<file path="src/rtl/ro_pkg.sv">
// ro_pkg: shared defaults and helpers for the cochlea readout slot scheduler.
//   N_CH / CNT_W / CH_W  default channel count, slot counter width, channel index width
//   slot_t               {idle, ch} result of the slot-owner decode
//   slot_owner(c)        trailing-zero decode of the slot count into an owning channel
//   bin2gray(b)          binary to reflected Gray code
package ro_pkg;

  localparam int N_CH  = 8;
  localparam int CNT_W = 8;
  localparam int CH_W  = $clog2(N_CH);

  typedef struct packed {
    logic            idle;
    logic [CH_W-1:0] ch;
  } slot_t;

  // The owner is the index of the lowest set bit. Counts with none of the low
  // N_CH bits set (c=0, or more trailing zeros than channels) are idle slots.
  // The loop runs downward, so the last assignment made is the lowest set bit.
  function automatic slot_t slot_owner(input logic [CNT_W-1:0] c);
    slot_t s;
    s.idle = 1'b1;
    s.ch   = '0;
    for (int i = N_CH - 1; i >= 0; i--) begin
      if (c[i]) begin
        s.idle = 1'b0;
        s.ch   = CH_W'(i);
      end
    end
    return s;
  endfunction

  function automatic logic [CNT_W-1:0] bin2gray(input logic [CNT_W-1:0] b);
    return b ^ (b >> 1);
  endfunction

endpackage

</file>
<file path="src/rtl/ro_ch_capture.sv">
// ro_ch_capture: event capture for one readout channel.
//   clk_master  master clock
//   rstb        asynchronous active-low reset
//   eve         event level from the core (asynchronous)
//   pol_eve     event polarity from the core (asynchronous)
//   service     this channel owns the current slot and the schedule is enabled
//   ovf_clr     clears the sticky overflow flag
//   pend        an event is waiting for its slot
//   pol         polarity of the waiting event
//   ovf         sticky overflow: an event was dropped while one was pending
module ro_ch_capture (
  input  logic clk_master,
  input  logic rstb,
  input  logic eve,
  input  logic pol_eve,
  input  logic service,
  input  logic ovf_clr,
  output logic pend,
  output logic pol,
  output logic ovf
);

  logic eve_s1, eve_s2, eve_s3;
  logic pol_s1, pol_s2;
  logic rise;

  // eve_s3 resets to 0, so a level already high at reset release is an event.
  assign rise = eve_s2 & ~eve_s3;

  always_ff @(posedge clk_master or negedge rstb) begin
    if (!rstb) begin
      eve_s1 <= 1'b0;
      eve_s2 <= 1'b0;
      eve_s3 <= 1'b0;
      pol_s1 <= 1'b0;
      pol_s2 <= 1'b0;
      pend   <= 1'b0;
      pol    <= 1'b0;
      ovf    <= 1'b0;
    end else begin
      eve_s1 <= eve;
      eve_s2 <= eve_s1;
      eve_s3 <= eve_s2;
      pol_s1 <= pol_eve;
      pol_s2 <= pol_s1;

      // A new event may replace one that is being serviced this very cycle
      // (set beats clear); otherwise the older pending event is kept.
      if (rise && (!pend || service)) begin
        pend <= 1'b1;
        pol  <= pol_s2;
      end else if (service) begin
        pend <= 1'b0;
      end

      if (rise && pend && !service)
        ovf <= 1'b1;
      else if (ovf_clr)
        ovf <= 1'b0;
    end
  end

endmodule

</file>
<file path="src/rtl/ro_slot_scheduler.sv">
// ro_slot_scheduler: binary-weighted time-slot arbiter for the shared readout
// lines of the 8-channel cochlea readout. Owns the slot counter (exported as
// Gray code), captures per-channel events and grants the shared lines: ch0
// gets every second slot, each higher channel half as many.
//   clk_master       master clock
//   rstb             asynchronous active-low reset
//   en               schedule enable (counter advances and slots are serviced)
//   in_eve           per-channel event levels (asynchronous)
//   in_pol_eve       per-channel event polarities
//   ovf_clr          clears all overflow flags
//   gray             Gray-coded slot counter
//   out_mux_eve      serviced event present in the reported slot
//   out_mux_pol_eve  polarity of the serviced event
//   out_ch           owning channel of the reported slot
//   out_valid        reported slot belongs to a channel (not idle)
//   ovf              sticky per-channel overflow
//   frame_mark       (only with RO_FRAME_MARK_EN) outputs describe slot 0
// Build option: define RO_FRAME_MARK_EN to add the frame_mark output.
module ro_slot_scheduler
  import ro_pkg::*;
#(
  parameter int N_CH  = ro_pkg::N_CH,
  parameter int CNT_W = ro_pkg::CNT_W,
  parameter int CH_W  = ro_pkg::CH_W
) (
  input  logic             clk_master,
  input  logic             rstb,
  input  logic             en,
  input  logic [N_CH-1:0]  in_eve,
  input  logic [N_CH-1:0]  in_pol_eve,
  input  logic             ovf_clr,
  output logic [CNT_W-1:0] gray,
  output logic             out_mux_eve,
  output logic             out_mux_pol_eve,
  output logic [CH_W-1:0]  out_ch,
  output logic             out_valid,
`ifdef RO_FRAME_MARK_EN
  output logic             frame_mark,
`endif
  output logic [N_CH-1:0]  ovf
);

  logic [CNT_W-1:0] cnt;
  logic [CNT_W-1:0] next_cnt;
  slot_t            slot;
  logic             slot_live;
  logic [N_CH-1:0]  svc;
  logic [N_CH-1:0]  pend;
  logic [N_CH-1:0]  pol;

  assign next_cnt  = en ? cnt + CNT_W'(1) : cnt;
  assign slot      = slot_owner(cnt);
  assign slot_live = en & ~slot.idle;

  always_comb begin
    svc = '0;
    if (slot_live)
      svc[slot.ch] = 1'b1;
  end

  for (genvar i = 0; i < N_CH; i++) begin : g_cap
    ro_ch_capture u_cap (
      .clk_master (clk_master),
      .rstb       (rstb),
      .eve        (in_eve[i]),
      .pol_eve    (in_pol_eve[i]),
      .service    (svc[i]),
      .ovf_clr    (ovf_clr),
      .pend       (pend[i]),
      .pol        (pol[i]),
      .ovf        (ovf[i])
    );
  end

  // gray is computed from next_cnt so it lines up with cnt in the same cycle.
  always_ff @(posedge clk_master or negedge rstb) begin
    if (!rstb) begin
      cnt             <= '0;
      gray            <= '0;
      out_valid       <= 1'b0;
      out_ch          <= '0;
      out_mux_eve     <= 1'b0;
      out_mux_pol_eve <= 1'b0;
    end else begin
      cnt  <= next_cnt;
      gray <= bin2gray(next_cnt);
      if (slot_live) begin
        out_valid       <= 1'b1;
        out_ch          <= slot.ch;
        out_mux_eve     <= pend[slot.ch];
        out_mux_pol_eve <= pend[slot.ch] & pol[slot.ch];
      end else begin
        out_valid       <= 1'b0;
        out_ch          <= '0;
        out_mux_eve     <= 1'b0;
        out_mux_pol_eve <= 1'b0;
      end
    end
  end

`ifdef RO_FRAME_MARK_EN
  always_ff @(posedge clk_master or negedge rstb) begin
    if (!rstb)
      frame_mark <= 1'b0;
    else
      frame_mark <= en && (cnt == '0);
  end
`endif

endmodule

</file>
<file path="config.mk">
export PLATFORM = sky130hd
export DESIGN_NAME = ro_slot_scheduler
export DESIGN_NICKNAME = d
export VERILOG_FILES = /design/src/rtl/ro_pkg.sv /design/src/rtl/ro_ch_capture.sv /design/src/rtl/ro_slot_scheduler.sv
export SDC_FILE = /design/constraint.sdc
export NUM_CORES = 1
export LEC_CHECK = 0
export CAP_MARGIN = 30
export CORE_MARGIN = 4
export CORE_UTILIZATION = 54
export DETAILED_ROUTE_END_ITERATION = 6
export PLACE_DENSITY = 0.83
export SETUP_SLACK_MARGIN = 0.4
export SYNTH_ARGS = -nofsm -noshare
export SYNTH_HDL_FRONTEND = slang
export SYNTH_SLANG_ARGS = --single-unit
</file>
<file path="constraint.sdc">
create_clock -name clk_master -period 2.35 [get_ports clk_master]
set_input_delay 0.235 -clock clk_master [delete_from_list [all_inputs] [get_ports clk_master]]
set_output_delay 0.235 -clock clk_master [all_outputs]
set_load 0.02 [all_outputs]
</file>
==> results.sh, run 1 <==
export IMPL_worstMarginPinSlew_ps=722.5
export IMPL_synthDistinctLibCells=40
export IMPL_max_stage_delay_ps=610
export IMPL_period_minus_slack_ps=2028
export IMPL_critPathMaxFanout=6
export IMPL_cts_tree="yes"
export IMPL_clock_root_buffer="clkbuf_8"
export IMPL_timing_fmax_mhz=493.0
export IMPL_outcome="complete, no violations"
export IMPL_grt_start_max_net_pins=86
export IMPL_vias=1923
export IMPL_cp_num_buf_inv=0
export IMPL_final_nets=318
export IMPL_clockBufferDepth=2
export IMPL_place_ws_ps=183.2
export IMPL_antenna_cells=0
export IMPL_syn_area_per_cell_um2=13.32
export IMPL_track_usage=0.1787
export IMPL_tns_ps=0
export IMPL_postSynthCellCount=235
export IMPL_ys_ff_latch=85
export IMPL_cap_violations=0
export IMPL_cp_end_kind="register"
export IMPL_fin_ws_ps=321.5
export IMPL_design_die_area_um2=7077
export IMPL_max_slew_margin=0.5059
export IMPL_clk_latency_ps=350
export IMPL_initial_core_util=0.5614
export IMPL_start_kind="register"
export IMPL_cts_clk_slew_worst_paths_ps=80
export IMPL_antenna_found_initial=0
export IMPL_ant_nets=0
export IMPL_dieHeight_um=84.13
export IMPL_place_congestion=0.8312
export IMPL_synth_seq_area_share=0.6797
export IMPL_area_delta_synth_final_pct=32.51
export IMPL_crit_family="simple AND/OR/NAND/NOR gates"
export IMPL_hold_class="primary input to register"
export IMPL_dieWidth_um=84.13
export IMPL_portBuffers=41
export IMPL_power_mw=5.194
export IMPL_grt_pass1_wl_um=9604
export IMPL_wl_per_cell_um=15.85
export IMPL_fin_skew_ps=5.463
export IMPL_overflow=0
export IMPL_slew_violations=0
export IMPL_worstPathRequired_ps=2590
export IMPL_fp_row_count=27
export IMPL_wirelength_um=5929
export IMPL_fin_area_um2=4146
export IMPL_grt_pass1_vias=1977
export IMPL_drc=0
export IMPL_rsz0062_at_grt="yes"
export IMPL_synth_edf_count=0
export IMPL_yosysWarnings=0
export IMPL_syn_cell_area_um2=3129
export IMPL_dp_hpwl_um=3735
export IMPL_path_class="register to register"
export IMPL_cts_buffers=9
export IMPL_clock_sinks=85
export IMPL_coreArea_um2=5574
export IMPL_ir_worst_vdd_mv=0.7081
export IMPL_htreeDepth=3
export IMPL_synthFlopType="dfrtp_1"
export IMPL_num_io_pins=42
export IMPL_cp_slowest_cell="or4_4"
export IMPL_cp_arrival_ps=2270
export IMPL_period_share=0.8632
export IMPL_first_iter_violations=140
export IMPL_async_flop_share=1.000
export IMPL_dr_pass1_iters=4
export IMPL_place_area_um2=3585
export IMPL_p_leak_nw=1.805
export IMPL_vias_per_cell=5.142
export IMPL_path_cells="or4_4, or2_4, o31ai_4, nand2b_1, mux2_4"
export IMPL_drive_gt1_frac=0.2715
export IMPL_setup_viol=0
export IMPL_hold_viol_final=0
export IMPL_power_density_nw_per_um2=1253
export IMPL_syn_nets=256
export IMPL_final_core_util=0.7439
layout by cell type, fill, tap and decap left out, types with 2 or more instances in the layout:
cell,netlist,layout
a21oi_4,0,2
buf_4,10,22
bufinv_16,0,3
clkbuf_8,0,10
clkdlybuf4s50_1,0,40
clkinv_4,0,2
dfrtp_1,85,77
dfrtp_2,0,8
inv_1,17,17
mux2_2,8,7
mux2_4,1,3
mux2i_1,2,2
nand2_1,18,18
nand2b_1,13,13
nand4_1,3,3
nor2_1,13,10
nor2_2,0,2
o21ai_0,6,4
o21ai_2,1,3
o22ai_1,10,10
o31ai_4,0,4
or3_4,1,2
xnor2_1,8,8
xor2_1,6,6
stage by stage:
stage	hold slack, ps	cells
floorplan	-60.59	235
global placement	294.3	338
detailed placement	297.0	338
CTS	299.5	362
global route	280.8	374
finish	311.7	374
cell type report:
| type | count | area, um^2 |
|---|---|---|
| repair buffers | 65 | 606.8 |
| well taps | 72 | 90.09 |
| multi-input cells | 119 | 992.2 |
| clock buffers | 10 | 137.6 |
| clock inverters | 6 | 118.9 |
| flip-flops and latches | 85 | 2137 |
| inverters | 17 | 63.81 |
| fillers | 374 | 1428 |
worst register-to-register path, cell delays in order, from the launching register on:
cell	delay [ps]
dfrtp_2	450
or4_4	610
or2_4	280
o31ai_4	190
nand2b_1	100
mux2_4	300
path summary, 6_finish.rpt:
| path | slack, ps | end | cells after the start | start |
|---|---|---|---|---|
| min in group asynchronous | 460 | cnt[5] | 3 | rstb |
| setup / recovery | 320 | g_cap[7].u_cap.pol | 5 | cnt[0] |
| setup reg to reg | 320 | g_cap[7].u_cap.pol | 5 | cnt[0] |
| hold reg to reg | 350 | g_cap[2].u_cap.pol_s2 | 0 | g_cap[2].u_cap.pol_s1 |
| hold / removal | 310 | g_cap[6].u_cap.eve_s1 | 1 | in_eve[6] |
| max in group asynchronous | 1560 | cnt[0] | 3 | rstb |
power by group:
part	internal [mW]	switching, mW	leakage, nW
clock	0.745	0.508	0.129
sequential	1.77	0.215	0.998
combinational	0.941	1.01	0.679
per-layer routing:
metal | vias up | share of wire | global-route usage
met4 | 0 | 0.025 | 0.09649
met5 | - | 0 | 0
met3 | 14 | 0.045 | 0.04640
li1 | 898 | - | -
met1 | 958 | 0.41 | 0.2228
met2 | 53 | 0.52 | 0.2862
what timing repair did:
action                                 in CTS  in global routing
cloned                                      0                  1
resized for setup                          22                 12
setup buffers                               7                 11
hold buffers                                1                  0
setup endpoints to repair                   8                  8
endpoints found under the hold margin      85                  0
pin swaps                                   5                  9
logic make-up (layout without fill, tap and decap cells):
group | count (synthesis) | after routing | synth area share
AO/OA/AOI/OAI | 32 | 33 | 0.07078
XOR/XNOR | 14 | 14 | 0.03919
adder cells (fa/ha/maj) | 1 | 1 | 0.003998
buffers and inverters | 32 | 98 | 0.05757
flip-flops | 85 | 85 | 0.6797
multiplexers | 13 | 13 | 0.04718
AND/OR/NAND/NOR | 58 | 58 | 0.1016
state kept, by name, summed over array words and instances, names as in the netlist:
name,count
out_ch,3
out_mux_eve,1
out_mux_pol_eve,1
g_cap.u_cap.pol_s2,8
g_cap.u_cap.pol_s1,8
g_cap.u_cap.ovf,8
gray,7
cnt,8
g_cap.u_cap.eve_s3,8
g_cap.u_cap.pol,8
g_cap.u_cap.eve_s2,8
g_cap.u_cap.pend,8
out_valid,1
g_cap.u_cap.eve_s1,8
synthesized netlist by cell type, types with 2 or more instances:
library cell	count	area, um^2
dfrtp_1	85	2127
o21ai_1	2	10.01
nand2_1	18	67.56
buf_6	3	33.78
o21ai_0	6	30.03
buf_4	10	75.07
mux2_2	8	90.09
nor2b_1	2	12.51
xnor2_1	8	70.07
nand4_1	3	18.77
o31ai_2	3	37.54
o22ai_1	10	62.56
nor2_1	13	48.80
mux2i_1	2	20.02
mux2_1	2	22.52
xor2_1	6	52.55
a21oi_1	3	15.01
nand2b_1	13	81.33
inv_1	17	63.81
(Power assumes the default switching activity.)
==> run 2, diff against run 1 <==
Settings changed: CORE_ASPECT_RATIO set to 1.2.
==> run 2 against run 1 <==
  * Register-to-register slack about the same
  * Worst hold slack improved by 3.4 ps
  * Clock power is 18% lower
  * Clock skew grew 1.1 ps
  * Die area about the same
  * Critical path type unchanged
  * Highest routed layer unchanged
==> results.sh, run 2 (same netlist as run 1, synthesis figures left out) <==
export IMPL_overflow=0
export IMPL_wirelength_um=5733
export IMPL_timing_fmax_mhz=491.7
export IMPL_cts_buffers=9
export IMPL_place_inst=334
export IMPL_critPathMaxFanout=5
export IMPL_fin_skew_ps=6.518
export IMPL_clock_sinks=85
export IMPL_hold_viol_final=0
export IMPL_intPower_mw=3.200
export IMPL_design_die_area_um2=7082
export IMPL_portBuffers=41
export IMPL_antenna_found_initial=0
export IMPL_period_minus_slack_ps=2034
export IMPL_fp_row_count=30
export IMPL_outcome="complete, no violations"
export IMPL_start_kind="register"
export IMPL_place_ws_ps=181.1
export IMPL_fin_ws_ps=316.1
export IMPL_cts_clk_slew_worst_paths_ps=80
export IMPL_initial_core_util=0.5558
export IMPL_max_slew_margin=0.6895
export IMPL_clockBufferDepth=2
export IMPL_mostFrequentLayoutCell="dfrtp_1"
export IMPL_dieWidth_um=77.49
export IMPL_place_congestion=0.8357
export IMPL_final_cell_mix="dfrtp_1, clkdlybuf4s50_1, buf_4"
export IMPL_slew_violations=0
export IMPL_cap_violations=0
export IMPL_track_usage=0.1776
export IMPL_path_class="register to register"
export IMPL_grt_pass1_wl_um=9446
export IMPL_holdWs_ps=315.1
export IMPL_setup_viol=0
export IMPL_dr_pass1_iters=4
export IMPL_power_density_nw_per_um2=1212
export IMPL_worstPathRequired_ps=2600
export IMPL_grt_pass1_vias=2014
export IMPL_dp_hpwl_um=3770
export IMPL_power_mw=4.847
export IMPL_wl_per_cell_um=15.66
export IMPL_rsz0062_at_grt="yes"
export IMPL_grt_start_max_net_pins=49
export IMPL_power_switching_mw=1.648
export IMPL_final_core_util=0.7104
export IMPL_area_delta_synth_final_pct=27.83
export IMPL_cp_end_kind="register"
export IMPL_top_layer="met4"
export IMPL_drt_met1_wl_um=2276
export IMPL_ant_nets=0
export IMPL_coreArea_um2=5630
export IMPL_dr_wl_met3_um=260
export IMPL_cp_arrival_ps=2280
export IMPL_tns_ps=0
export IMPL_clock_root_buffer="clkbuf_8"
export IMPL_antenna_cells=0
export IMPL_hold_class="primary input to register"
export IMPL_period_share=0.8655
export IMPL_vias_per_cell=5.265
export IMPL_drc=0
export IMPL_dieHeight_um=91.39
export IMPL_final_nets=318
export IMPL_num_io_pins=42
export IMPL_first_iter_violations=140
export IMPL_worstMarginPinSlew_ps=465.8
export IMPL_swShare=0.3399
export IMPL_ir_worst_vdd_mv=0.5806
export IMPL_clockPowerShare=0.213
export IMPL_clk_latency_ps=350
export IMPL_vias=1927
export IMPL_p_comb_frac=0.383
export IMPL_fin_area_um2=4000
export IMPL_seqPwrFrac=0.404
export IMPL_htreeDepth=3
export IMPL_stdcell_count=366
export IMPL_p_leak_nw=1.758
export IMPL_wl_met2_um=3030
export IMPL_drive_gt1_frac=0.2483
export IMPL_place_area_um2=3605
export IMPL_cts_tree="yes"
[run 2: cell count changes in the layout (fill, tap and decap cells not counted), moves of 2 or more]
cell / delta
bufinv_16: -2
a21oi_4: -2
mux2_4: -2
dfrtp_2: -3
clkinv_4: -2
dfrtp_1: +3
clkinvlp_4: +2
a21oi_2: +2
[run 2: layout make-up]
type                            instances  area, um^2
Clock inverter                          5       58.81
Inverter                               17       63.81
Timing Repair Buffer                   65       606.8
Fill cell                             390        1630
Tap cell                               64       80.08
Multi-Input combinational cell        119       915.9
Sequential cell                        85        2133
Clock buffer                           11       141.4
[run 2: power by group through the flow]
stage	logic, mW	clock network [mW]	registers (mW)
after floorplan	0.977	0	2.03
after global placement	1.46	0	1.99
after detailed placement	1.49	0	2.00
after CTS	1.71	1.06	1.95
after global routing	2.00	1.12	2.00
final	1.86	1.03	1.96
[run 2: repair_timing]
| action | in CTS | in global routing |
|---|---|---|
| hold buffers | 1 | 0 |
| endpoints found under the setup margin | 8 | 8 |
| resized for setup | 13 | 8 |
| pin swaps | 4 | 4 |
| endpoints found under the hold margin | 37 | 0 |
| gates cloned | 0 | 1 |
| setup buffers | 9 | 5 |
[run 2: critical path: stages (launching register included)]
cell and delay, ps:
dfrtp_2 440, or3_4 420, o22a_4 300, or3_4 350
o21ai_2 180, nor4bb_4 240
[run 2: layer usage]
metal | track usage | up-vias
li1 | - | 899
met1 | 0.2022 | 952
met2 | 0.3004 | 59
met3 | 0.04663 | 17
met4 | 0.1009 | 0
met5 | 0 | -
[run 2: final timing paths]
kind	startpoint	to	slack, ps	cells after the start
setup / recovery	cnt[0]	out_mux_pol_eve	320	5
hold / removal	in_pol_eve[1]	g_cap[1].u_cap.pol_s1	320	1
setup reg to reg	cnt[0]	out_mux_pol_eve	320	5
hold reg to reg	g_cap[0].u_cap.eve_s1	g_cap[0].u_cap.eve_s2	350	0
max in group asynchronous	rstb	cnt[0]	1370	3
min in group asynchronous	rstb	gray[4]	380	2
